<file path="config.mk">
export PLATFORM = sky130hd
export DESIGN_NAME = addr_reg_file_gen
export DESIGN_NICKNAME = d
export VERILOG_FILES = /design/src/rtl/arf_pkg.sv /design/src/rtl/addr_reg.sv /design/src/rtl/addr_reg_file_gen.sv
export SDC_FILE = /design/constraint.sdc
export NUM_CORES = 1
export LEC_CHECK = 0
export CAP_MARGIN = 20
export CORE_ASPECT_RATIO = 1.75
export CORE_UTILIZATION = 35
export DETAILED_ROUTE_END_ITERATION = 10
export GPL_TIMING_DRIVEN = 1
export PLACE_DENSITY = 0.55
export SYNTH_ARGS = -nofsm -noshare
export SYNTH_HDL_FRONTEND = slang
export SYNTH_HIERARCHICAL = 1
export SYNTH_SLANG_ARGS = --single-unit
</file>
<file path="constraint.sdc">
create_clock -name Clock -period 3.4 [get_ports Clock]
set_input_delay 0.51 -clock Clock [delete_from_list [all_inputs] [get_ports Clock]]
set_output_delay 0.51 -clock Clock [all_outputs]
set_load 0.02 [all_outputs]
</file>
<file path="src/rtl/arf_pkg.sv">
// Shared encodings for the address register file: function codes and
// the default register index map.
package arf_pkg;

  localparam logic [1:0] FS_DEC  = 2'b00;
  localparam logic [1:0] FS_INC  = 2'b01;
  localparam logic [1:0] FS_LOAD = 2'b10;
  localparam logic [1:0] FS_CLR  = 2'b11;

  localparam int IDX_PC = 0;
  localparam int IDX_SP = 1;
  localparam int IDX_AR = 2;

endpackage

</file>
<file path="src/rtl/addr_reg.sv">
// One address register with step increment/decrement, load and clear.
// When BOUNDED, inc/dec that would leave [LO, HI] are blocked and reported.
module addr_reg
  import arf_pkg::*;
#(
  parameter int unsigned      WIDTH   = 16,
  parameter int unsigned      STEP    = 1,
  parameter bit               BOUNDED = 1'b0,
  parameter logic [WIDTH-1:0] LO      = '0,
  parameter logic [WIDTH-1:0] HI      = '1,
  parameter logic [WIDTH-1:0] RST_VAL = '0
) (
  input  logic             clk,
  input  logic             rst_n,
  input  logic             en,
  input  logic [1:0]       fun_sel,
  input  logic [WIDTH-1:0] d,
  output logic [WIDTH-1:0] Q,
  output logic             Ovf_pulse,
  output logic             Unf_pulse
);

  localparam int unsigned      WX     = WIDTH + 1;
  localparam logic [WX-1:0]    STEP_X = WX'(STEP);
  localparam logic [WIDTH-1:0] STEP_W = WIDTH'(STEP);

  // Bound checks use one extra bit so the sum/difference cannot wrap.
  function automatic logic over_hi(input logic [WIDTH-1:0] v);
    return ({1'b0, v} + STEP_X) > {1'b0, HI};
  endfunction

  function automatic logic under_lo(input logic [WIDTH-1:0] v);
    return {1'b0, v} < ({1'b0, LO} + STEP_X);
  endfunction

  logic inc_blk;
  logic dec_blk;

  assign inc_blk   = BOUNDED && over_hi(Q);
  assign dec_blk   = BOUNDED && under_lo(Q);
  assign Ovf_pulse = en && (fun_sel == FS_INC) && inc_blk;
  assign Unf_pulse = en && (fun_sel == FS_DEC) && dec_blk;

  always_ff @(posedge clk or negedge rst_n) begin
    if (!rst_n) begin
      Q <= RST_VAL;
    end else if (en) begin
      case (fun_sel)
        FS_DEC:  if (!dec_blk) Q <= Q - STEP_W;
        FS_INC:  if (!inc_blk) Q <= Q + STEP_W;
        FS_LOAD: Q <= d;
        default: Q <= '0;
      endcase
    end
  end

endmodule

</file>
<file path="src/rtl/addr_reg_file_gen.sv">
// Address register file: NREG registers with masked multi-write, a bounded
// stack pointer with sticky overflow/underflow flags, and two read ports.
module addr_reg_file_gen
  import arf_pkg::*;
#(
  parameter int unsigned      WIDTH   = 16,
  parameter int unsigned      NREG    = 4,
  localparam int unsigned     SELW    = $clog2(NREG),
  parameter int unsigned      STEP    = 1,
  parameter int unsigned      SP_IDX  = IDX_SP,
  parameter logic [WIDTH-1:0] SP_MIN  = '0,
  parameter logic [WIDTH-1:0] SP_MAX  = '1,
  parameter logic [WIDTH-1:0] SP_RST  = '1,
  parameter bit               REG_OUT = 1'b0
) (
  input  logic             Clock,
  input  logic             Reset_n,
  input  logic [WIDTH-1:0] I,
  input  logic [NREG-1:0]  RegSel,
  input  logic [1:0]       FunSel,
  input  logic [SELW-1:0]  OutCSel,
  input  logic [SELW-1:0]  OutDSel,
  input  logic             FlagClr,
  output logic [WIDTH-1:0] OutC,
  output logic [WIDTH-1:0] OutD,
  output logic             SpOvf,
  output logic             SpUnf
);

  logic [WIDTH-1:0] q [NREG];
  logic [NREG-1:0]  ovf_v;
  logic [NREG-1:0]  unf_v;

  for (genvar i = 0; i < NREG; i++) begin : g_reg
    addr_reg #(
      .WIDTH  (WIDTH),
      .STEP   (STEP),
      .BOUNDED(i == SP_IDX),
      .LO     (SP_MIN),
      .HI     (SP_MAX),
      .RST_VAL((i == SP_IDX) ? SP_RST : '0)
    ) u_reg (
      .clk      (Clock),
      .rst_n    (Reset_n),
      .en       (RegSel[i]),
      .fun_sel  (FunSel),
      .d        (I),
      .Q        (q[i]),
      .Ovf_pulse(ovf_v[i]),
      .Unf_pulse(unf_v[i])
    );
  end

  // A blocked step in the same cycle as FlagClr keeps the flag set.
  always_ff @(posedge Clock or negedge Reset_n) begin
    if (!Reset_n) begin
      SpOvf <= 1'b0;
      SpUnf <= 1'b0;
    end else begin
      if (|ovf_v)       SpOvf <= 1'b1;
      else if (FlagClr) SpOvf <= 1'b0;
      if (|unf_v)       SpUnf <= 1'b1;
      else if (FlagClr) SpUnf <= 1'b0;
    end
  end

  // Out-of-range selects match no register and read as zero.
  logic [WIDTH-1:0] rd_c;
  logic [WIDTH-1:0] rd_d;

  always_comb begin
    rd_c = '0;
    rd_d = '0;
    for (int i = 0; i < NREG; i++) begin
      if (OutCSel == SELW'(i)) rd_c = q[i];
      if (OutDSel == SELW'(i)) rd_d = q[i];
    end
  end

  if (REG_OUT) begin : g_reg_out
    logic [WIDTH-1:0] out_c_p1;
    logic [WIDTH-1:0] out_d_p1;

    // p0 -> p1: sample the pre-update register contents.
    always_ff @(posedge Clock or negedge Reset_n) begin
      if (!Reset_n) begin
        out_c_p1 <= '0;
        out_d_p1 <= '0;
      end else begin
        out_c_p1 <= rd_c;
        out_d_p1 <= rd_d;
      end
    end

    assign OutC = out_c_p1;
    assign OutD = out_d_p1;
  end else begin : g_comb_out
    assign OutC = rd_c;
    assign OutD = rd_d;
  end

endmodule

</file>
==> Word level (Yosys, flattened, before mapping) <==
Cells that the tools add are included.
{ "op_classes": {"addsub": 9, "mul": 0, "n_div": 0, "magnitude_cmp": 2, "n_eq_ne": 10, "shift": 0, "muxes": 17, "bitwise": 0, "n_reduce_logical": 10} }
{ "ops": {"columns": ["cell", "n"], "rows": [
  ["$pmux 16 s3", 4],
  ["$mux 16", 10],
  ["$add 16x1->16 const B", 4],
  ["$sub 16x1->16 const B", 4],
  ["$add 16x1->17 const B", 1],
  ["$gt 17x16->1 const B", 1],
  ["$lt 16x1->1 const B", 1],
  ["$eq 2x2->1 const B", 5],
  ["$eq 2x1->1 const B", 3],
  ["$logic_not 2->1", 3],
  ["$logic_and 1x1->1", 4],
  ["$ne 2x2->1 const B", 2],
  ["$reduce_bool 2->1", 2],
  ["$mux 1", 3],
  ["$reduce_and 3->1", 1]
]} }
{ "totals": {"register_bits": 66, "latchBits": 0, "mem_bits_rw": 0, "mem_bits_ro": 0, "mem_count": 0} }

==> Depth between registers and ports, before layout <==
{ "depth": {"depth_word": 5, "mapped_depth": 11, "mapped_depth_nobuf": 10} }

==> Modules after synthesis <==
Netlist, hierarchy kept.
{ "modules_own_cells": {"columns": ["mod", "n_inst", "cells_each", "area_each_um2", "seq_area_each_um2"], "rows": [
  ["addr_reg (g_reg[2].u_reg ...)", 2, 186, 1562.7, 400.4],
  ["addr_reg (g_reg[1].u_reg)", 1, 240, 1858.0, 420.4],
  ["addr_reg (g_reg[0].u_reg)", 1, 180, 1506.4, 400.4],
  ["addr_reg_file_gen", 1, 48, 928.4, 50.0]
]} }

==> Worst setup path after synthesis <==
OpenSTA, ideal clock, no wires.
{ "synth_path": {"kind": "in2reg", "from": "input FunSel[1]", "to": "register g_reg[0].u_reg.Q[15]", "arrival_ns": 2.851, "required_ns": 3.275, "slack_ns": 0.424, "cell_stages": 10, "path_buffers": 2, "path_cell_list": "clkbuf_8 nand2b_1 ha_1 clkdlybuf4s15_2 nand2_1 or4b_1 o21ai_1 xnor2_1 mux2i_1 o21ai_1"} }
{ "synth_between": {"elab_chain_cells": 2, "elab_cells_between_ends": 4, "cone_classes": "2 x eq/ne; 1 x mux; 1 x reduce/logical"} }
{ "synth_rtl": {"columns": ["element", "line_no", "text"], "rows": [
  ["from (decl)", "addr_reg_file_gen.sv:20", "input logic [1:0] FunSel,"],
  ["$eq 2x2->1, or another cell as far along", "addr_reg.sv:48", "case (fun_sel)"],
  ["$pmux 16 s3 *", "addr_reg.sv:48", null],
  ["to (signal assigned)", "addr_reg.sv:49", "FS_DEC: if (!dec_blk) Q <= Q - STEP_W;"],
  ["to (signal assigned)", "addr_reg.sv:50", "FS_INC: if (!inc_blk) Q <= Q + STEP_W;"],
  ["to (decl)", "addr_reg.sv:18", "output logic [WIDTH-1:0] Q,"]
]} }
Mark *: on every way between the ends. The rest lies on a longest branch, timed or not.
A chain may end at the register's enable or synchronous reset.

==> Final worst setup path <==
{ "layout_path": {"from": "register g_reg[1].u_reg.Q[0]", "to": "register g_reg[1].u_reg.Q[11]"} }
{ "layout_between": {"elab_chain_cells": 4, "elab_cells_between_ends": 11, "cone_classes": "3 x add/sub; 2 x order compare; 2 x eq/ne; 3 x mux; 1 x reduce/logical"} }
{ "layout_rtl": {"columns": ["element", "line_no", "text"], "rows": [
  ["from (decl)", "addr_reg.sv:18", null],
  ["from (signal assigned)", "addr_reg.sv:49", null],
  ["from (signal assigned)", "addr_reg.sv:50", null],
  ["$add 16x1->17", "addr_reg.sv:29", "return ({1'b0, v} + STEP_X) > {1'b0, HI};"],
  ["$gt 17x16->1", "addr_reg.sv:29", null],
  ["$ne 2x2->1 (no line)", null, null],
  ["$reduce_and 3->1 (no line)", null, null]
]} }
Several ways; a longest one is shown, not always the timed one. The select of a mux whose other input is x is not followed.

==> results.sh <==
export IMPL_cts_tree="yes"
export IMPL_crit_start="g_reg[1].u_reg/Q[0]"
export IMPL_cts_setup_buffers=0
export IMPL_synth_fa_ha_area_share_pct=9.92
export IMPL_path_clk_slew_ns=0.06
export IMPL_num_vias=6882
export IMPL_worstSetupEndpointType="register"
export IMPL_drv_cap=0
export IMPL_yosys_top_cells_count="88 x a21oi_1, 73 x nor2_1, 60 x nand2_1, 54 x ha_1, 54 x o21ai_0"
export IMPL_htree_num_levels=3
export IMPL_r2r_end="g_reg[1].u_reg/Q[11]"
export IMPL_critPathCapture="g_reg[1].u_reg/Q[11]"
export IMPL_crit_type="reg -> reg"
export IMPL_cp_max_fo=10
export IMPL_ant_nets=0
export IMPL_setup_viol=0
export IMPL_finalPower_uw=5710
export IMPL_fp_dieH_um=195
export IMPL_syn_avg_cell_area_um2=8.83
export IMPL_async_flop_share_pct=100
export IMPL_antenna_cells=0
export IMPL_overflow=0
export IMPL_synth_compound_area_share_pct=22.0
export IMPL_nets=991
export IMPL_yosysMostFrequentCell="a21oi_1"
export IMPL_arrival_ns=3.33
export IMPL_min_period_ns=3.09
export IMPL_synth_area_mux_share_pct=12.0
export IMPL_grt_first_pass_wirelength_mm=40.1
export IMPL_cts_resized_gates=0
export IMPL_clock_sinks=66
export IMPL_die_area_um2=21800
export IMPL_netlist_instances=840
export IMPL_tns_ns=0
export IMPL_netlist_area_leader_share_pct=16.9
export IMPL_synth_largest_area_cell="dfrtp_1"
export IMPL_fmax_ghz=0.324
export IMPL_ctsRootBufferMaster="clkbuf_16"
export IMPL_place_congestion=0.951
export IMPL_dp_hpwl_mm=20.1
export IMPL_fp_coreArea_um2=20800
export IMPL_timing_final_crit_share_pct=90.8
export IMPL_worstMarginPinSlew_ns=0.981
export IMPL_drv_slew=0
export IMPL_synth_area_leaders="dfrtp_1 17%, ha_1 9.1%, mux4_2 6.1%"
export IMPL_ys_types=90
export IMPL_start_kind="register"
export IMPL_die_width_um=112
export IMPL_top_level_ports=63
export IMPL_drc_errors=3
export IMPL_yosys_warnings=6
export IMPL_hold_buffers=0
export IMPL_ys_seq_area_share_pct=22.5
export IMPL_netlist_area_um2=7420
export IMPL_worst_hold_slack_ns=0.316
export IMPL_reg2reg_setup_slack_ns=0.31
export IMPL_drive_gt1_share_pct=14.8
export IMPL_maxSlewHeadroom_pct=34.6
export IMPL_numCtsBuffers=9
export IMPL_clock_latency_ns=0.35
export IMPL_initial_core_util_pct=35.6
export IMPL_hp_class="in -> async"
export IMPL_ys_seq_elements=66
export IMPL_rr_worst_depth=8
export IMPL_synth_top_family_by_area="compound AO/OA/AOI/OAI gates"
export IMPL_finalHoldViolations=0
export IMPL_synth_xor_area_share_pct=5.67
export IMPL_violations="DRC"
export IMPL_p_leak_uw=0.00348
export IMPL_drt_iter0_markers=435
export IMPL_synthFlopType="dfrtp_1"
export IMPL_clk_path_buf_depth=2
export IMPL_fin_skew_ns=0.00733
export IMPL_final_util_pct=41.5
export IMPL_grt_max_degree=67
export IMPL_first_global_vias=7197
export IMPL_gr_usage_all_layers_pct=24.3
export IMPL_io_buffer_count=62
export IMPL_via_per_inst=5.92
export IMPL_wl_mm=25.8
export IMPL_drtPass1Iterations=8
export IMPL_rows=70
export IMPL_status="finished with violations"
export IMPL_syn_to_final_growth_pct=16.5
export IMPL_power_density_nw_per_um2=660
export IMPL_rsz0062_at_grt="false"
export IMPL_synth_enable_flop_cells=0
export IMPL_synth_simple_gate_area_share_pct=20.4
export IMPL_routedWlPerCell_um=22.2
export IMPL_peakVddDrop_mv=0.205
export IMPL_antenna_found_initial=0
export IMPL_r2r_start="g_reg[1].u_reg/Q[0]"
export IMPL_worstPathRequired_ns=3.65
[worst min path at each step]
stage	from	endpoint	slack, ns	depth (start not counted)
3_3_place_gp	SpUnf	SpUnf	0.51	2
6_report	Reset_n	g_reg[2].u_reg/Q[1]	0.32	1
3_5_place_dp	SpOvf	SpOvf	0.52	2
4_1_cts	Reset_n	g_reg[0].u_reg/Q[5]	0.36	1
5_1_grt	Reset_n	g_reg[2].u_reg/Q[3]	0.38	1
2_1_floorplan	Reset_n	SpOvf	0.21	0
[power by group]
group | total [µW] | internal [µW] | switching [µW]
clock network | 1040 | 664 | 376
logic | 3250 | 1560 | 1680
registers | 1420 | 1020 | 401
total | 5710 | 3250 | 2460
[cells by family after synthesis]
logic type	Yosys count
mux	43
other cells	3
xor+xnor	48
fa+ha+maj	57
compound gates	252
buf+inv	85
flops	66
simple gates	286
[flip-flops by register name, summed over array words and instances (netlist names)]
signal and flops:
SpUnf 1, g.u_reg/Q 64, SpOvf 1
[per-stage QoR]
| step | std cells | setup WS (ns) | instance area (µm²) |
|---|---|---|---|
| after global placement | 1146 | 0.130 | 8330 |
| after global routing | 1162 | 0.183 | 8640 |
| after CTS | 1162 | 0.380 | 8640 |
| after floorplan | 843 | 0.424 | 7430 |
| after detailed placement | 1146 | 0.115 | 8330 |
| final | 1162 | 0.312 | 8640 |
[per-layer routing]
layer	vias to the layer above	wire, µm	track usage (%)
met3	69	621	2.49
met1	3380	9790	25.4
li1	3271	-	-
met4	0	1290	13.8
met2	162	14100	46.5
met5	-	0	0
[final cells by class]
cell class	count	area, µm²
Sequential cell	66	1670
Multi-Input combinational cell	692	5220
Timing Repair Buffer	108	1020
Tap cell	252	315
Clock inverter	2	60.1
Clock buffer	14	254
Fill cell	2074	12200
Inverter	28	105
[critical path, stage by stage, from the launching register on]
cell and delay [ns]:
dfstp_2 0.66, inv_1 0.14, ha_1 0.35, nand4b_1 0.15
a2111oi_2 0.52, o2111ai_1 0.28, o21bai_4 0.36, or2_1 0.35
o22ai_1 0.16
[layout by cell type, fill, tap and decap left out, types with 10 or more instances in the layout]
| master | instances |
|---|---|
| buf_4 | 42 |
| ha_1 | 54 |
| a21oi_1 | 88 |
| mux4_1 | 12 |
| nor4_1 | 10 |
| dfrtp_1 | 50 |
| inv_1 | 28 |
| nor2_1 | 73 |
| nand3_1 | 32 |
| a31oi_1 | 10 |
| mux4_2 | 20 |
| dfstp_2 | 16 |
| nor2b_1 | 15 |
| clkdlybuf4s50_1 | 60 |
| xor2_1 | 19 |
| nand2_1 | 60 |
| o21ai_0 | 54 |
| xnor2_1 | 29 |
| nor3_1 | 25 |
| nand2b_1 | 11 |
| a21o_1 | 10 |
No activity file was read; power rests on OpenSTA's default activity.
